## src/rtl/sys_arr_pkg.sv

```systemverilog
// Shared types and constants for the 2x2 systolic array host-side feeder.
package sys_arr_pkg;

  localparam int DEFAULT_DW = 32;
  localparam int DEFAULT_RW = 64;
  localparam int N          = 2;
  localparam int SKEW_STEPS = 3;

  typedef enum logic [1:0] {
    IDLE = 2'd0,
    FEED = 2'd1,
    WAIT = 2'd2,
    HOLD = 2'd3
  } feeder_state_t;

  // Element positions within the packed {x11,x10,x01,x00} operand words
  localparam int IDX_00 = 0;
  localparam int IDX_01 = 1;
  localparam int IDX_10 = 2;
  localparam int IDX_11 = 3;

endpackage

```

## src/rtl/systolic_skew_gen.sv

```systemverilog
// Latches one job's A/B operands and emits the three registered skewed beats
// (row/col streams plus load) that fill the 2x2 array.
module systolic_skew_gen
  import sys_arr_pkg::*;
#(
  parameter int DW = DEFAULT_DW
) (
  input  logic            clk,
  input  logic            rst,
  input  logic            start,
  input  logic [4*DW-1:0] a,
  input  logic [4*DW-1:0] b,
  output logic            load,
  output logic [DW-1:0]   row0,
  output logic [DW-1:0]   row1,
  output logic [DW-1:0]   col0,
  output logic [DW-1:0]   col1,
  output logic            last
);

  localparam logic [1:0] LAST_STEP = 2'(SKEW_STEPS - 1);

  function automatic logic [DW-1:0] elem(input logic [4*DW-1:0] m, input int idx);
    return m[idx*DW +: DW];
  endfunction

  logic [4*DW-1:0] a_r, b_r, a_sel_s, b_sel_s;
  logic [1:0]      step_r, step_nxt_s;
  logic            active_r, active_nxt_s;
  logic [DW-1:0]   row0_r, row1_r, col0_r, col1_r;
  logic [DW-1:0]   row0_nxt_s, row1_nxt_s, col0_nxt_s, col1_nxt_s;
  logic            load_r;

  // Step sequencing and skew-table lookup; step 0 comes straight from the inputs
  always_comb begin
    a_sel_s      = a_r;
    b_sel_s      = b_r;
    step_nxt_s   = step_r;
    active_nxt_s = 1'b0;
    row0_nxt_s   = '0;
    row1_nxt_s   = '0;
    col0_nxt_s   = '0;
    col1_nxt_s   = '0;
    if (start) begin
      a_sel_s      = a;
      b_sel_s      = b;
      step_nxt_s   = 2'd0;
      active_nxt_s = 1'b1;
    end else if (active_r && (step_r != LAST_STEP)) begin
      step_nxt_s   = step_r + 2'd1;
      active_nxt_s = 1'b1;
    end else begin
      step_nxt_s   = 2'd0;
      active_nxt_s = 1'b0;
    end
    if (active_nxt_s) begin
      case (step_nxt_s)
        2'd0: begin
          row0_nxt_s = elem(a_sel_s, IDX_00);
          col0_nxt_s = elem(b_sel_s, IDX_00);
        end
        2'd1: begin
          row0_nxt_s = elem(a_sel_s, IDX_01);
          row1_nxt_s = elem(a_sel_s, IDX_10);
          col0_nxt_s = elem(b_sel_s, IDX_10);
          col1_nxt_s = elem(b_sel_s, IDX_01);
        end
        2'd2: begin
          row1_nxt_s = elem(a_sel_s, IDX_11);
          col1_nxt_s = elem(b_sel_s, IDX_11);
        end
        default: begin
          row0_nxt_s = '0;
          row1_nxt_s = '0;
          col0_nxt_s = '0;
          col1_nxt_s = '0;
        end
      endcase
    end else begin
      row0_nxt_s = '0;
      row1_nxt_s = '0;
      col0_nxt_s = '0;
      col1_nxt_s = '0;
    end
  end

  // Operand latch, step counter and registered stream outputs
  always_ff @(posedge clk) begin
    if (rst) begin
      a_r      <= '0;
      b_r      <= '0;
      step_r   <= 2'd0;
      active_r <= 1'b0;
      load_r   <= 1'b0;
      row0_r   <= '0;
      row1_r   <= '0;
      col0_r   <= '0;
      col1_r   <= '0;
    end else begin
      a_r      <= a_sel_s;
      b_r      <= b_sel_s;
      step_r   <= step_nxt_s;
      active_r <= active_nxt_s;
      load_r   <= active_nxt_s;
      row0_r   <= row0_nxt_s;
      row1_r   <= row1_nxt_s;
      col0_r   <= col0_nxt_s;
      col1_r   <= col1_nxt_s;
    end
  end

  assign load = load_r;
  assign row0 = row0_r;
  assign row1 = row1_r;
  assign col0 = col0_r;
  assign col1 = col1_r;
  assign last = active_r && (step_r == LAST_STEP);

endmodule

```

## src/rtl/systolic_2x2_feeder.sv

```systemverilog
// Host-side driver for the 2x2 systolic multiplier: accepts a job, feeds skewed
// streams, captures the array results and returns them. Option: SYS_FEEDER_TIMEOUT_EN.
module systolic_2x2_feeder
  import sys_arr_pkg::*;
#(
  parameter int DW             = DEFAULT_DW,
  parameter int RW             = DEFAULT_RW,
  parameter int TIMEOUT_CYCLES = 64
) (
  input  logic            clk,
  input  logic            rst,
  input  logic            s_valid,
  output logic            s_ready,
  input  logic [4*DW-1:0] s_a,
  input  logic [4*DW-1:0] s_b,
  output logic            load_in,
  output logic [DW-1:0]   row_in_row0,
  output logic [DW-1:0]   row_in_row1,
  output logic [DW-1:0]   col_in_col0,
  output logic [DW-1:0]   col_in_col1,
  input  logic [4*RW-1:0] arr_res,
  input  logic [3:0]      arr_carry,
  input  logic            arr_done,
  output logic            m_valid,
  input  logic            m_ready,
  output logic [4*RW-1:0] m_result,
  output logic [3:0]      m_carry,
  output logic            m_err,
  output logic            busy
);

  feeder_state_t   state_r, state_nxt_s;
  logic            accept_s, capture_s, timeout_s, timeout_hit_s, feed_last_s;
  logic            s_ready_r, m_valid_r, m_err_r, busy_r;
  logic [4*RW-1:0] m_result_r;
  logic [3:0]      m_carry_r;

  systolic_skew_gen #(.DW(DW)) u_skew (
    .clk  (clk),
    .rst  (rst),
    .start(accept_s),
    .a    (s_a),
    .b    (s_b),
    .load (load_in),
    .row0 (row_in_row0),
    .row1 (row_in_row1),
    .col0 (col_in_col0),
    .col1 (col_in_col1),
    .last (feed_last_s)
  );

`ifdef SYS_FEEDER_TIMEOUT_EN
  localparam int CW = $clog2(TIMEOUT_CYCLES + 1);
  logic [CW-1:0] wait_cnt_r;

  // Cycles spent in WAIT; held at zero in every other state
  always_ff @(posedge clk) begin
    if (rst) begin
      wait_cnt_r <= '0;
    end else if (state_r != WAIT) begin
      wait_cnt_r <= '0;
    end else begin
      wait_cnt_r <= wait_cnt_r + CW'(1);
    end
  end

  assign timeout_hit_s = (wait_cnt_r == CW'(TIMEOUT_CYCLES - 1));
`else
  logic unused_cfg_s;
  assign unused_cfg_s  = (TIMEOUT_CYCLES == 0);
  assign timeout_hit_s = 1'b0;
`endif

  // Next-state logic; arr_done only matters in WAIT, and a real done beats a timeout
  always_comb begin
    state_nxt_s = state_r;
    accept_s    = 1'b0;
    capture_s   = 1'b0;
    timeout_s   = 1'b0;
    case (state_r)
      IDLE: begin
        if (s_valid) begin
          accept_s    = 1'b1;
          state_nxt_s = FEED;
        end else begin
          state_nxt_s = IDLE;
        end
      end
      FEED: begin
        if (feed_last_s) begin
          state_nxt_s = WAIT;
        end else begin
          state_nxt_s = FEED;
        end
      end
      WAIT: begin
        if (arr_done) begin
          capture_s   = 1'b1;
          state_nxt_s = HOLD;
        end else if (timeout_hit_s) begin
          timeout_s   = 1'b1;
          state_nxt_s = HOLD;
        end else begin
          state_nxt_s = WAIT;
        end
      end
      HOLD: begin
        if (m_ready) begin
          state_nxt_s = IDLE;
        end else begin
          state_nxt_s = HOLD;
        end
      end
      default: state_nxt_s = IDLE;
    endcase
  end

  // State register, registered handshake flags and result capture
  always_ff @(posedge clk) begin
    if (rst) begin
      state_r    <= IDLE;
      s_ready_r  <= 1'b1;
      busy_r     <= 1'b0;
      m_valid_r  <= 1'b0;
      m_result_r <= '0;
      m_carry_r  <= 4'd0;
      m_err_r    <= 1'b0;
    end else begin
      state_r   <= state_nxt_s;
      s_ready_r <= (state_nxt_s == IDLE);
      busy_r    <= (state_nxt_s != IDLE);
      m_valid_r <= (state_nxt_s == HOLD);
      if (capture_s) begin
        m_result_r <= arr_res;
        m_carry_r  <= arr_carry;
        m_err_r    <= 1'b0;
      end else if (timeout_s) begin
        m_result_r <= '0;
        m_carry_r  <= 4'd0;
        m_err_r    <= 1'b1;
      end else begin
        m_result_r <= m_result_r;
        m_carry_r  <= m_carry_r;
        m_err_r    <= m_err_r;
      end
    end
  end

  assign s_ready  = s_ready_r;
  assign busy     = busy_r;
  assign m_valid  = m_valid_r;
  assign m_result = m_result_r;
  assign m_carry  = m_carry_r;
  assign m_err    = m_err_r;

endmodule
```

## config.mk

```make
export PLATFORM = sky130hd
export DESIGN_NAME = systolic_2x2_feeder
export DESIGN_NICKNAME = d
export VERILOG_FILES = /design/src/rtl/sys_arr_pkg.sv /design/src/rtl/systolic_skew_gen.sv /design/src/rtl/systolic_2x2_feeder.sv
export SDC_FILE = /design/constraint.sdc
export NUM_CORES = 1
export LEC_CHECK = 0
export ABC_AREA = 1
export ABC_CLOCK_PERIOD_IN_PS = 5500
export CORE_AREA = 10 10 345 347
export DETAILED_ROUTE_END_ITERATION = 8
export DIE_AREA = 0 0 355 357
export DONT_BUFFER_PORTS = 1
export PLACE_DENSITY_LB_ADDON = 0.08
export SETUP_SLACK_MARGIN = 0.05
export SYNTH_ARGS = -nofsm -noshare
export SYNTH_HDL_FRONTEND = slang
export SYNTH_SLANG_ARGS = --single-unit
```

## constraint.sdc

```tcl
create_clock -name clk -period 5.5 [get_ports clk]
set_input_delay 1.1 -clock clk [delete_from_list [all_inputs] [get_ports clk]]
set_output_delay 1.1 -clock clk [all_outputs]
set_load 0.005 [all_outputs]
```

==> results.py, run 1 <==
metrics = {
    "logic_synthesis": {
        "synth_nets": 4037,
        "synth.distinct_cells": 18,
        "avgSynthCellArea_um2": 7.322,
        "netlist_instances": 3512,
        "ys_seq_area_share_pct": 50.76,
        "yosysWarnings": 0,
        "syn_area_mm2": 0.02572,
        "ys_ff_latch": 652,
    },
    "timing": {
        "period_share_pct": 60.33,
        "tightest_slew_ns": 1.004,
        "setup_viol": 0,
        "hold_violations": 0,
        "final_max_slew_viol_count": 0,
        "min_period_ns": 3.318,
        "fin_skew_ns": 0.02438,
        "setup_slack_ns": 2.182,
        "max_freq_mhz": 301.3,
        "setup_tns_ns": 0,
        "rsz0062_at_grt": "false",
        "slew_headroom_pct": 33.08,
    },
    "grt": {
        "grt_start_max_net_pins": 262,
        "grt_usage_pct": 16.78,
        "met2_usage_pct": 27.53,
        "grt_use_met3_pct": 6.047,
        "grt_pass1_vias": 20430,
        "busiest_layer": "met2",
        "met1_usage_pct": 20.32,
        "grt_pass1_wl_mm": 157.0,
        "grt_remaining_overflow": 0,
        "antenna_found_initial": 72,
    },
    "worst_setup_path": {
        "slowest_stage": "buf_4",
        "crit_arrival_ns": 3.82,
        "crit_type": "in -> reg",
        "crit_required_ns": 6.00,
        "worst_setup_path_start_kind": "input port",
        "cpMostUsedCell": "buf_4",
        "cp-end-kind": "flop",
        "cp_cell_sequence": "nand2_8 > buf_4 > buf_4 > nand2_1 > nand3_1 > a21oi_1",
        "path_max_fanout": 257,
        "critPathMaxStageDelay_ns": 0.85,
    },
    "finish": {
        "layout_commonest_cell": "inv_1",
        "seqCellArea_mm2": 0.01305,
        "final_cell_mix": "inv_1, dfxtp_1, nand2_1, a21oi_1, nand3_1",
        "fillers": 12550,
        "area_growth_pct": 14.97,
        "nNetsFinal": 3898,
        "drive_gt1_share_pct": 4.316,
        "multi_input_comb_area_mm2": 0.009270,
    },
    "routing": {
        "drtAntennaViolNets": 0,
        "drc": 0,
        "drt-total-wl_mm": 113.3,
        "post_drt_wl_per_cell_um": 22.87,
        "drt-initial-drc-count": 1405,
        "vias": 21400,
        "via_per_inst": 4.319,
        "first_pass_iters": 5,
    },
    "clocking": {
        "ctsHoldBuffers": 0,
        "cts-root-buf": "clkbuf_16",
        "ctsResizeCount": 0,
        "cts_tree": "done",
        "path_clk_slew_ns": 0.06,
        "clockBufferDepth": 3,
        "cts_buffers": 82,
        "worstSkewPairLatency_ns": 0.66,
        "cts_sinks": 652,
        "postCtsSetupRepairBufs": 0,
        "htreeDepth": 3,
    },
    "die": {
        "rows": 123,
        "fp.dieH_um": 357,
        "ios": 914,
        "die_w_um": 355,
        "start_util_pct": 22.95,
        "core_mm2": 0.1120,
        "die-area_mm2": 0.1267,
    },
    "flow_run": {
        "drv_cap": 0,
    },
    "power": {
        "power_density_mw_per_mm2": 381.4,
        "p_leak_nw": 12.11,
        "vdd_drop_max_uv": 200.9,
    },
    "placed_design": {
        "pre_cts_slack_ns": 1.659,
        "io_buffers": 0,
        "place.gp.congestion": 0.7963,
        "hpwl_mm": 79.57,
    },
    "min_path": {
        "hold_path.class": "reg -> reg",
    },
    "outcome": {
        "status": "finished, final reports clean",
    },
}
## state kept, by name, indices dropped and copies added, names as in the netlist, 2 cells and up
name,cells
u_skew.col0,32
u_skew.row0,32
state_r,2
u_skew.step_r,2
u_skew.b_r,128
u_skew.a_r,128
u_skew.row1,32
m_carry,4
u_skew.col1,32
m_result,256
## where the power goes
group          switching, mW  internal [mW]  total, mW
combinational          0.628          0.286      0.914
sequential            0.0825           4.93       5.02
clock                   2.23           3.12       5.35
## kinds of logic (layout without fill, tap and decap cells)
| kind of cell | after synthesis | in the layout | share of synthesized area (%) |
|---|---|---|---|
| AOI/OAI and AO/OA | 650 | 650 | 12.65 |
| adders and majority gates | 4 | 4 | 0.1946 |
| buffers and inverters | 899 | 816 | 13.48 |
| DFF | 652 | 652 | 50.76 |
| other | 1 | 26 | 0.01458 |
| and+or+nand+nor | 1306 | 1306 | 22.90 |
## final timing paths
| path | from | end | slack (ns) | cells past startpoint |
|---|---|---|---|---|
| worst max-delay path | s_valid | u_skew.row0[12] | 2.18 | 6 |
| worst max register to register | state_r[1] | u_skew.row0[12] | 2.40 | 7 |
| worst min-delay path | m_result[34] | m_result[34] | 0.47 | 2 |
| worst min register to register | m_result[34] | m_result[34] | 0.47 | 2 |
## synth_stat cells
cell type	instances	area share (%)
a21oi_1	390	7.6
buf_1	25	0.36
buf_2	62	1.2
buf_4	4	0.12
clkbuf_1	151	2.2
conb_1	1	0.015
dfxtp_1	652	51
ha_1	4	0.19
inv_1	656	9.6
inv_2	1	0.015
nand2_1	522	7.6
nand2_2	1	0.024
nand3_1	387	7.5
nand3_2	2	0.078
nand3b_1	128	3.7
nor2_1	265	3.9
nor2_4	1	0.044
o21ai_0	260	5.1
## worst max-delay path: cells and delay by family
| kind | cells | cell delay [ns] |
|---|---|---|
| buffers and inverters | 2 | 1.63 |
| and+or+nand+nor | 3 | 0.69 |
| AOI/OAI and AO/OA | 1 | 0.08 |
## metal layers
metal	part of all wire (%)	vias up
met5	0.18	-
met4	2.4	32
met3	8.8	182
met2	47	650
met1	41	9828
li1	-	10700
## through the flow
step | hold WS [ns] | std cells | utilization, % | cell area, µm² | power [mW]
after floorplan | 0.4397 | 3512 | - | 25720 | 5.832
after global placement | 0.4624 | 4789 | 23.99 | 26880 | 6.063
after detailed placement | 0.4652 | 4789 | 23.99 | 26880 | 6.054
after CTS | 0.4754 | 4929 | 26.33 | 29500 | 11.54
after global routing | 0.4859 | 4943 | 26.36 | 29540 | 11.85
final | 0.4706 | 4954 | 26.39 | 29570 | 11.28
## area by class of cell
class                           instances  share of cell area (%)
Clock buffer                          118                   7.943
Multi-Input combinational cell       1961                   31.35
Inverter                              657                   8.358
Antenna cell                           25                  0.2116
Tap cell                             1500                   6.348
Clock inverter                         22                  0.9437
Timing Repair Buffer                   19                  0.6940
Sequential cell                       652                   44.15
Power figures use the tool's default switching activity.
==> run 2, diff against run 1 <==
ABC_CLOCK_PERIOD_IN_PS = 3200   (was 5500)
clock period = 3.2 ns   (was 5.5 ns; I/O delays follow)
==> results.py, run 2 (synthesized netlist as in run 1, its figures left out) <==
metrics = {
    "timing": {
        "slew_headroom_pct": 31.50,
        "min_period_ns": 2.351,
        "setup_viol": 0,
        "tightest_slew_ns": 1.027,
        "max_freq_mhz": 425.3,
        "setup_slack_ns": 0.8487,
        "setup_tns_ns": 0,
        "final_max_slew_viol_count": 0,
        "hold_violations": 0,
        "period_share_pct": 73.48,
        "rsz0062_at_grt": "false",
        "fin_skew_ns": 0.01793,
    },
    "worst_setup_path": {
        "cp_top_family": "simple AND/OR/NAND/NOR gates",
        "cp_cell_sequence": "inv_1 > ha_1 > nor2_1 > inv_1 > nor2_1 > nand2_1 > ha_4 > nand3_4 > buf_12 > a21oi_1",
        "reg2regPathDepth": 10,
        "slowest_stage": "nand3_4",
        "worst_setup_path_start_kind": "flop",
        "cp-end-kind": "flop",
        "crit_type": "reg -> reg",
        "critPathMaxStageDelay_ns": 0.37,
        "cp.depth": 10,
        "crit_buf_inv": 3,
        "path_max_fanout": 34,
        "crit_arrival_ns": 2.92,
        "crit_required_ns": 3.76,
    },
    "finish": {
        "largest_register_ffs": 256,
        "final_cell_mix": "inv_1, dfxtp_1, nand2_1, a21oi_1, nand3_1",
        "drive_gt1_share_pct": 4.861,
        "layout_commonest_cell": "inv_1",
        "nNetsFinal": 3917,
        "fillers": 12560,
        "area_growth_pct": 16.54,
    },
    "routing": {
        "vias": 21540,
        "first_pass_iters": 5,
        "via_per_inst": 4.325,
        "drt-total-wl_mm": 115.1,
        "drt-initial-drc-count": 1434,
        "met1_length_mm": 47.45,
        "drc": 0,
        "dr.max_layer_used": "met5",
        "post_drt_wl_per_cell_um": 23.10,
        "dr_wl_met3_mm": 9.600,
        "route.met2.wl_mm": 54.34,
        "drtAntennaViolNets": 0,
    },
    "grt": {
        "grt_start_max_net_pins": 262,
        "grt_remaining_overflow": 0,
        "antenna_found_initial": 80,
        "grt_pass1_wl_mm": 159.0,
        "grt_pass1_vias": 20640,
        "grt_usage_pct": 17.02,
    },
    "clocking": {
        "cts_buffers": 84,
        "cts_sinks": 652,
        "ctsHoldBuffers": 0,
        "cts-root-buf": "clkbuf_16",
        "htreeDepth": 3,
        "postCtsSetupRepairBufs": 0,
        "path_clk_slew_ns": 0.06,
        "clockBufferDepth": 3,
        "cts_tree": "done",
        "ctsResizeCount": 0,
        "worstSkewPairLatency_ns": 0.64,
    },
    "power": {
        "pwr-share-clk_pct": 47.8,
        "p_leak_nw": 12.32,
        "power_density_mw_per_mm2": 653.9,
        "swShare_pct": 25.59,
        "p_comb_share_pct": 8.2,
        "vdd_drop_max_uv": 358.4,
        "p_int_mw": 14.58,
        "switching_power_mw": 5.014,
        "seqPwrFrac_pct": 44.0,
    },
    "die": {
        "fp.dieH_um": 357,
        "die_w_um": 355,
        "ios": 914,
        "core_mm2": 0.1120,
        "rows": 123,
        "die-area_mm2": 0.1267,
        "start_util_pct": 22.95,
    },
    "placed_design": {
        "hpwl_mm": 81.92,
        "place.gp.congestion": 0.8131,
        "io_buffers": 0,
        "pre_cts_slack_ns": 0.7667,
    },
    "outcome": {
        "status": "finished, final reports clean",
    },
    "min_path": {
        "whs_path_depth": 1,
        "hold_path.class": "in -> reg",
    },
    "flow_run": {
        "drv_cap": 0,
    },
}
[run 2: cell count changes in the layout (fill, tap and decap cells not counted), sizes merged]
| cell | change |
|---|---|
| buf | +17 |
| bufinv | -2 |
| clkbuf | +18 |
| clkinv | -6 |
| clkinvlp | -1 |
| diode | -1 |
| inv | +1 |
[run 2: layout make-up]
class	instances	area, µm²	area share [%]
Tap cell	1500	1877	6.263
Clock buffer	136	2582	8.617
Sequential cell	652	13050	43.55
Clock inverter	14	135.1	0.4509
Inverter	657	2471	8.246
Antenna cell	24	60.06	0.2004
Timing Repair Buffer	36	520.5	1.737
Multi-Input combinational cell	1961	9270	30.93
[run 2: per-stage QoR]
stage / hold slack (ns) / total power [mW] / util (%) / cell area, µm² / instances
finish: 0.08456 / 19.60 / 26.75 / 29970 / 4980
global route: 0.03191 / 20.53 / 26.73 / 29950 / 4972
CTS: 0.04426 / 20.03 / 26.70 / 29910 / 4956
detailed placement: 0.4655 / 10.44 / 24.27 / 27190 / 4806
global placement: 0.4628 / 10.46 / 24.27 / 27190 / 4806
floorplan: 0.4397 / 10.02 / - / 25720 / 3512
[run 2: path summary, 6_finish.rpt]
path	start	end	slack, ns
max	u_skew.step_r[0]	u_skew.row1[27]	0.85
min	rst	u_skew.a_r[101]	0.08
max reg2reg	u_skew.step_r[0]	u_skew.row1[27]	0.85
min reg2reg	m_result[169]	m_result[169]	0.47
[run 2: power groups by stage]
stage / logic [mW] / clock network [mW] / registers (mW)
after floorplan: 1.29 / 0 / 8.74
after global placement: 1.65 / 0 / 8.81
after detailed placement: 1.63 / 0 / 8.81
after CTS: 1.65 / 9.75 / 8.63
after global routing: 1.88 / 10.0 / 8.66
final: 1.60 / 9.36 / 8.63
[run 2: routing by layer]
metal	global-route usage, %	vias up
met5	0	-
met1	20.21	9845
met4	5.678	46
li1	-	10740
met3	6.443	220
met2	28.05	682
